`src/rtl/iq_stream_packer.sv`:
```
// I/Q stream joiner: per-lane FIFOs feeding a registered AXI-stream output of packed IQ words,
// with selectable lane order, flush, sticky lane-skew flag and an output sample counter.

module iq_lane_fifo #(
    parameter int W     = 16,
    parameter int DEPTH = 4
) (
    input  logic         samp_clk,
    input  logic         samp_rst_n,
    input  logic         flush,
    input  logic         push,
    input  logic [W-1:0] din,
    input  logic         pop,
    output logic [W-1:0] dout,
    output logic         full,
    output logic         empty
);
    localparam int AW = $clog2(DEPTH);
    localparam logic [AW:0] FULL_CNT = (AW+1)'(DEPTH);

    logic [W-1:0]  mem [DEPTH];
    logic [AW-1:0] wr_ptr;
    logic [AW-1:0] rd_ptr;
    logic [AW:0]   count;

    always_ff @(posedge samp_clk or negedge samp_rst_n) begin
        if (!samp_rst_n) begin
            wr_ptr <= '0;
            rd_ptr <= '0;
            count  <= '0;
        end else if (flush) begin
            wr_ptr <= '0;
            rd_ptr <= '0;
            count  <= '0;
        end else begin
            if (push) wr_ptr <= wr_ptr + 1'b1;
            if (pop)  rd_ptr <= rd_ptr + 1'b1;
            if (push && !pop)      count <= count + 1'b1;
            else if (pop && !push) count <= count - 1'b1;
        end
    end

    // Storage needs no reset; occupancy alone decides what is valid.
    always_ff @(posedge samp_clk) begin
        if (push) mem[wr_ptr] <= din;
    end

    assign dout  = mem[rd_ptr];
    assign full  = (count == FULL_CNT);
    assign empty = (count == '0);
endmodule

module iq_stream_packer #(
    parameter int IorQ_BW = 16,
    parameter int DEPTH   = 4,
    parameter int CNT_BW  = 32
) (
    input  logic                 samp_clk,
    input  logic                 samp_rst_n,
    input  logic [IorQ_BW-1:0]   i_in_TDATA,
    input  logic                 i_in_TVALID,
    output logic                 i_in_TREADY,
    input  logic [IorQ_BW-1:0]   q_in_TDATA,
    input  logic                 q_in_TVALID,
    output logic                 q_in_TREADY,
    output logic [2*IorQ_BW-1:0] iq_out_TDATA,
    output logic                 iq_out_TVALID,
    input  logic                 iq_out_TREADY,
    input  logic                 iq_order,
    input  logic                 flush,
    input  logic                 skew_clr,
    output logic                 skew_err,
    output logic [CNT_BW-1:0]    sample_count
);
    logic [IorQ_BW-1:0]   i_head;
    logic [IorQ_BW-1:0]   q_head;
    logic                 full_i, empty_i, full_q, empty_q;
    logic                 push_i, push_q, load, skew_set;
    logic                 out_vld;
    logic [2*IorQ_BW-1:0] out_data;

    // Ready ignores the output side so no combinational path runs upstream from iq_out_TREADY.
    assign i_in_TREADY = samp_rst_n & !full_i & !flush;
    assign q_in_TREADY = samp_rst_n & !full_q & !flush;
    assign push_i      = i_in_TVALID & i_in_TREADY;
    assign push_q      = q_in_TVALID & q_in_TREADY;
    assign load        = !empty_i & !empty_q & (!out_vld | iq_out_TREADY) & !flush;
    assign skew_set    = (full_i & empty_q) | (full_q & empty_i);

    iq_lane_fifo #(.W(IorQ_BW), .DEPTH(DEPTH)) u_fifo_i (
        .samp_clk   (samp_clk),
        .samp_rst_n (samp_rst_n),
        .flush      (flush),
        .push       (push_i),
        .din        (i_in_TDATA),
        .pop        (load),
        .dout       (i_head),
        .full       (full_i),
        .empty      (empty_i)
    );

    iq_lane_fifo #(.W(IorQ_BW), .DEPTH(DEPTH)) u_fifo_q (
        .samp_clk   (samp_clk),
        .samp_rst_n (samp_rst_n),
        .flush      (flush),
        .push       (push_q),
        .din        (q_in_TDATA),
        .pop        (load),
        .dout       (q_head),
        .full       (full_q),
        .empty      (empty_q)
    );

    always_ff @(posedge samp_clk or negedge samp_rst_n) begin
        if (!samp_rst_n) begin
            out_vld  <= 1'b0;
            out_data <= '0;
        end else if (flush) begin
            out_vld  <= 1'b0;
        end else if (load) begin
            out_vld  <= 1'b1;
            out_data <= iq_order ? {q_head, i_head} : {i_head, q_head};
        end else if (iq_out_TREADY) begin
            out_vld  <= 1'b0;
        end
    end

    always_ff @(posedge samp_clk or negedge samp_rst_n) begin
        if (!samp_rst_n) begin
            skew_err     <= 1'b0;
            sample_count <= '0;
        end else begin
            if (skew_set)      skew_err <= 1'b1;
            else if (skew_clr) skew_err <= 1'b0;
            if (out_vld && iq_out_TREADY) sample_count <= sample_count + 1'b1;
        end
    end

    assign iq_out_TVALID = out_vld;
    assign iq_out_TDATA  = out_vld ? out_data : '0;
endmodule

```
`config.mk`:
```
export PLATFORM = sky130hd
export DESIGN_NAME = iq_stream_packer
export DESIGN_NICKNAME = d
export VERILOG_FILES = /design/src/rtl/iq_stream_packer.sv
export SDC_FILE = /design/constraint.sdc
export NUM_CORES = 1
export LEC_CHECK = 0
export CAP_MARGIN = 20
export CORE_ASPECT_RATIO = 1.5
export CORE_UTILIZATION = 48
export CTS_CLUSTER_SIZE = 8
export DETAILED_ROUTE_END_ITERATION = 6
export PLACE_DENSITY = 0.75
export SKIP_CTS_REPAIR_TIMING = 1
export SYNTH_ARGS = -nofsm -noshare
export SYNTH_HDL_FRONTEND = slang
export SYNTH_SLANG_ARGS = --single-unit
export TNS_END_PERCENT = 1
```
`constraint.sdc`:
```
create_clock -name samp_clk -period 5.4 [get_ports samp_clk]
set_clock_uncertainty 0.1 [all_clocks]
set_input_delay 0.81 -clock samp_clk [delete_from_list [all_inputs] [get_ports samp_clk]]
set_output_delay 0.81 -clock samp_clk [all_outputs]
set_load 0.005 [all_outputs]
```
# Word level (Yosys, flattened, before mapping)
# Memory sizes are Yosys's and may differ from the RTL's.
# Cells that the tools add are included.
# W data, S select, Z words.
[totals] regBits=80 ram_bits=128 inputBits=40 out_inout_bits=68 wordCells=86 memories=2
[op_classes] n_addsub=9 eq_ne=2 muxes=25 n_bitwise=14 n_reduce_logical=24
[memory_table] name="u_fifo_i.mem" depth=4 width=16 rd=1 rd_clocked_by_memory_dff=0 wr=1 line_no="21" rtl="logic [W-1:0] mem [DEPTH];"
[memory_table] name="u_fifo_q.mem" depth=4 width=16 rd=1 rd_clocked_by_memory_dff=0 wr=1 line_no="21"
[op_table] op="$mux W32" count=2
[op_table] op="$add A32 B1 Y32 const B" count=1
[op_table] op="$mux W3" count=6
[op_table] op="$mux W2" count=8
[op_table] op="$and A1 B1 Y1" count=11
[op_table] op="$logic_not A1 Y1" count=9
[op_table] op="$mux W1" count=9
[op_table] op="$reduce_bool A3 Y1" count=3
[op_table] op="$add A2 B1 Y2 const B" count=4
[op_table] op="$reduce_bool A2 Y1" count=4
[op_table] op="$add A3 B1 Y3 const B" count=2
[op_table] op="$eq A3 B3 Y1 const B" count=2
[op_table] op="$logic_not A3 Y1" count=2
[op_table] op="$sub A3 B1 Y3 const B" count=2
[op_table] op="$logic_and A1 B1 Y1" count=5
[op_table] op="$or A1 B1 Y1" count=2
[op_table] op="$reduce_and A2 Y1" count=1
[op_table] op="$not A1 Y1" count=1

# Depth between registers and ports, before layout
[depth] depth_word=10 depth_mapped=10 depth_no_buf=8

# Cells and area by module
# Synthesis repeated with hierarchy kept, for this count alone.
[unflattened] cells_unflattened=574 hier_area_um2=8942.3
[by_module_without_submodules] module="iq_lane_fifo" n_inst=2 cells_per_inst=127 area_each_um2=2785.2 seq_area_each_um2=2097.0
[by_module_without_submodules] module="iq_stream_packer" n_inst=1 cells_per_inst=320 area_each_um2=3372.0 seq_area_each_um2=1651.6

# Worst setup path before layout
# Ideal clock, no wire load.
[synth_timing] path_kind="input -> register" from="in iq_out_TREADY" to="reg u_fifo_i.count[2]" setup_time_ns=0.128 arrival_ns=2.417 t_required_ns=5.172 slack_ns=2.756 path_stages=8 n_path_buf=1 path_cell_list="nand2b_1 > and4b_1 > buf_2 > nor2b_1 > fa_1 > and4_1 > mux2i_1 > mux2_1"
[synth_via] elab_chain_cells=7 word_cells_on_any_way=9 cone_classes="mux: 2; bitwise: 3; reduce/logical: 4"
[synth_lines] item="from (decl)" line_no="68" rtl="input logic iq_out_TREADY,"
[synth_lines] item="$or A1 B1 Y1 (*)" line_no="87" rtl="assign load = !empty_i & !empty_q & (!out_vld | iq_out_TREADY) & !flush;"
[synth_lines] item="$and A1 B1 Y1 (*) (2 in series)" line_no="87"
[synth_lines] item="$logic_not A1 Y1" line_no="38" rtl="if (push && !pop) count <= count + 1'b1;"
[synth_lines] item="$logic_and A1 B1 Y1" line_no="38"
[synth_lines] item="$mux W3" line_no="38"
[synth_lines] item="$mux W3" line_no="31" rtl="end else if (flush) begin"
[synth_lines] item="to (signal assigned)" line_no="38"
[synth_lines] item="to (signal assigned)" line_no="39" rtl="else if (pop && !push) count <= count - 1'b1;"
[synth_lines] item="to (decl)" line_no="24" rtl="logic [AW:0] count;"
# Mark *: on every way between the ends. The rest lies on a longest branch, timed or not.
# A chain may end at the register's enable or synchronous reset.

# Worst setup path after layout
[layout_timing] from="in flush" to="out q_in_TREADY"
[layout_via] elab_chain_cells=2
[layout_lines] item="from (decl)" line_no="70" rtl="input logic flush,"
[layout_lines] item="$logic_not A1 Y1" line_no="84" rtl="assign q_in_TREADY = samp_rst_n & !full_q & !flush;"
[layout_lines] item="$and A1 B1 Y1" line_no="84"
[layout_lines] item="to (decl)" line_no="65" rtl="output logic q_in_TREADY,"
# No other way between the ends.

==> results.json <==
{
  "worstSetupPathType": "primary input to output pin",
  "synthTopCellsByCount": "edfxtp_1, dfrtp_1, nor2_1",
  "drv_cap": 0,
  "min_path_type": "primary input to async pin",
  "synth-seq-cells": 208,
  "p_comb_frac": 0.182,
  "synth_fp_nets": 630,
  "path_max_fanout": 24,
  "num_rows": 60,
  "cts.path.max_buffers": 3,
  "setup_slack_ns": 1.89,
  "rrSetupSlack_ns": 2.52,
  "syn-mean-instance-area_sq_um": 15.2,
  "drc": 0,
  "grt_pass1_vias": 5298,
  "grt_overflow": 0,
  "critPathCaptureType": "output pin",
  "synth.most_common_cell": "edfxtp_1",
  "finalWeightedCongestion": 0.777,
  "fin_tns_setup_ns": 0,
  "vias": 5059,
  "fin_crit_sh": 0.651,
  "worst_pin_slew_ns": 0.964,
  "r2r_start": "iq_out_TVALID$_DFFE_PN0P_",
  "multi_input_area_sq_um": 2790,
  "fin_crit_ns": 3.51,
  "clock_latency_ns": 0.51,
  "final_nets": 741,
  "detailedRoute.firstIterationViolations": 383,
  "area_delta_synth_final_pct": 23.4,
  "cts_buffers": 29,
  "critPathBufInv": 2,
  "r2r_cells": 8,
  "synth_top_area_frac": 0.435,
  "grt_usage": 0.197,
  "power.leakage_uw": 0.00406,
  "worstPathCellList": "clkdlybuf4s50_1 > nand2b_4 > a21oi_1 > clkdlybuf4s50_1",
  "setup_viol": 0,
  "p_int_uw": 3290,
  "numClockSinks": 208,
  "stdcell_count": 926,
  "wl_per_cell_microns": 19.4,
  "dp_cells": 874,
  "n_fill_cell": 1321,
  "synth_area_sq_um": 8830,
  "die_area_sq_um": 18900,
  "cts_tree": "yes",
  "max_slew_margin": 0.357,
  "cpPeakStageDelay_ns": 0.81,
  "async_flop_share": 0.385,
  "synthTopCellsByArea": "edfxtp_1, dfrtp_1, mux4_2, mux2i_1, xnor2_1",
  "yosysTopAreaCell": "edfxtp_1",
  "ys_seq_area_frac": 0.662,
  "cts.clk_slew.worst_paths_ns": 0.05,
  "final_layout_size_suffix_gt1_frac": 0.109,
  "cts_max_level": 1,
  "wl_mm": 18.0,
  "grt_pass1_wl_mm": 28.5,
  "critPathArrivalTime_ns": 2.60,
  "die_y_microns": 168,
  "dp_hpwl_mm": 12.3,
  "postRouteAntennaNets": 0,
  "grt_antenna_before_repair": 0,
  "rsz0062_at_grt": "false",
  "finish.utilization": 0.607,
  "clkPwrFrac": 0.362,
  "crit_path_frequent_cell": "clkdlybuf4s50_1",
  "antenna-diode-count": 0,
  "hold_viol_final": 0,
  "avgViaCountPerCell": 5.46,
  "seq_power_share": 0.456,
  "first_pass_iters": 5,
  "finalPower_uw": 4410,
  "ir_worst_vdd_mv": 0.285,
  "clockRootBuffer": "clkbuf_16",
  "crit_family": "buffers and inverters",
  "switching_share": 0.255,
  "cp-start-kind": "primary input",
  "grt_max_degree": 65,
  "core_sq_um": 17900,
  "synth_edf_count": 128,
  "fmax_ghz": 0.285,
  "required_ns": 4.49,
  "die_w_microns": 113,
  "p_switching_uw": 1130,
  "regArea_sq_um": 5850,
  "port_buffers": 107,
  "crit_slowest_cell": "clkdlybuf4s50_1",
  "p_per_area_nw_per_um2": 405,
  "yosysWarnings": 0,
  "ys.flop_type": "edfxtp_1",
  "start_util": 0.492,
  "pre_cts_slack_ns": 1.69,
  "ios": 108,
  "ys_types": 41,
  "synth_cells": 579,
  "slew_viol_final": 0,
  "r2r-end": "u_fifo_q.count[2]$_DFFE_PN0P_",
  "status": "complete, no violations"
}
[power groups by stage]
stage	Combinational, uW	Sequential, uW	Clock [uW]
6_report	803	2010	1600
5_1_grt	886	2030	1690
4_1_cts	765	2040	1630
3_5_place_dp	759	2070	0
3_3_place_gp	728	2060	0
2_1_floorplan	552	1980	0
[how the worst max path moves through the flow]
stage / start / endpoint / cells after the start / slack [ns]
CTS: flush / q_in_TREADY / 4 / 1.89
finish: flush / q_in_TREADY / 4 / 1.89
floorplan: iq_out_TREADY / u_fifo_i.count[2]$_DFFE_PN0P_ / 8 / 2.76
detailed placement: flush / u_fifo_q.count[2]$_DFFE_PN0P_ / 9 / 1.69
global placement: flush / u_fifo_q.count[2]$_DFFE_PN0P_ / 9 / 1.78
global route: flush / q_in_TREADY / 4 / 1.78
[placed cells by master (no fill, tap or decap), drive strengths merged, types with 8 or more instances in the layout]
cell,count
nor2,51
xnor2,32
edfxtp,128
dfrtp,80
a21oi,36
mux4,32
and3,11
mux2i,35
nand4,19
ha,9
and2,41
inv,11
clkbuf,50
clkdlybuf4s50,105
nand3,8
nand2,12
[per-stage QoR]
stage | cell area, sq um | hold WS [ns]
after global placement | 10000 | 0.367
after CTS | 10800 | 0.0941
after global routing | 10900 | 0.109
after detailed placement | 10000 | 0.388
after floorplan | 8830 | 0.368
final | 10900 | 0.0985
[kinds of logic (layout without fill, tap and decap cells)]
family	count (synthesis)	in the layout	share of synthesized area
flip-flops	208	208	0.662
AND/OR/NAND/NOR	163	163	0.102
multiplexers	74	74	0.130
buffers and inverters	43	173	0.0220
AO/OA/AOI/OAI	42	42	0.0265
XOR/XNOR	38	38	0.0394
adder cells (fa/ha/maj)	11	11	0.0173
[cell type report]
type,count,area share
inverter,11,0.00379
tap,217,0.0249
multi-input combinational,328,0.256
timing repair buffer,112,0.105
sequential,208,0.537
clock buffer,50,0.0739
[per-layer routing]
layer | share of wire | routed length (microns) | track usage | up-vias
met4 | 0.040 | 715 | 0.0933 | 0
li1 | - | - | - | 2354
met2 | 0.53 | 9520 | 0.350 | 157
met1 | 0.37 | 6660 | 0.232 | 2516
met5 | 0 | 0 | 0 | -
met3 | 0.061 | 1090 | 0.0306 | 32
[sequential cells by signal, indices dropped and copies added, names as in the netlist]
| register | flops |
|---|---|
| u_fifo_i.wr_ptr | 2 |
| iq_out_TVALID | 1 |
| skew_err | 1 |
| sample_count | 32 |
| u_fifo_q.rd_ptr | 2 |
| u_fifo_i.rd_ptr | 2 |
| u_fifo_i.mem | 64 |
| u_fifo_q.count | 3 |
| u_fifo_q.mem | 64 |
| u_fifo_q.wr_ptr | 2 |
| out_data | 32 |
| u_fifo_i.count | 3 |
Note: power is estimated with default switching activity, not from simulation.
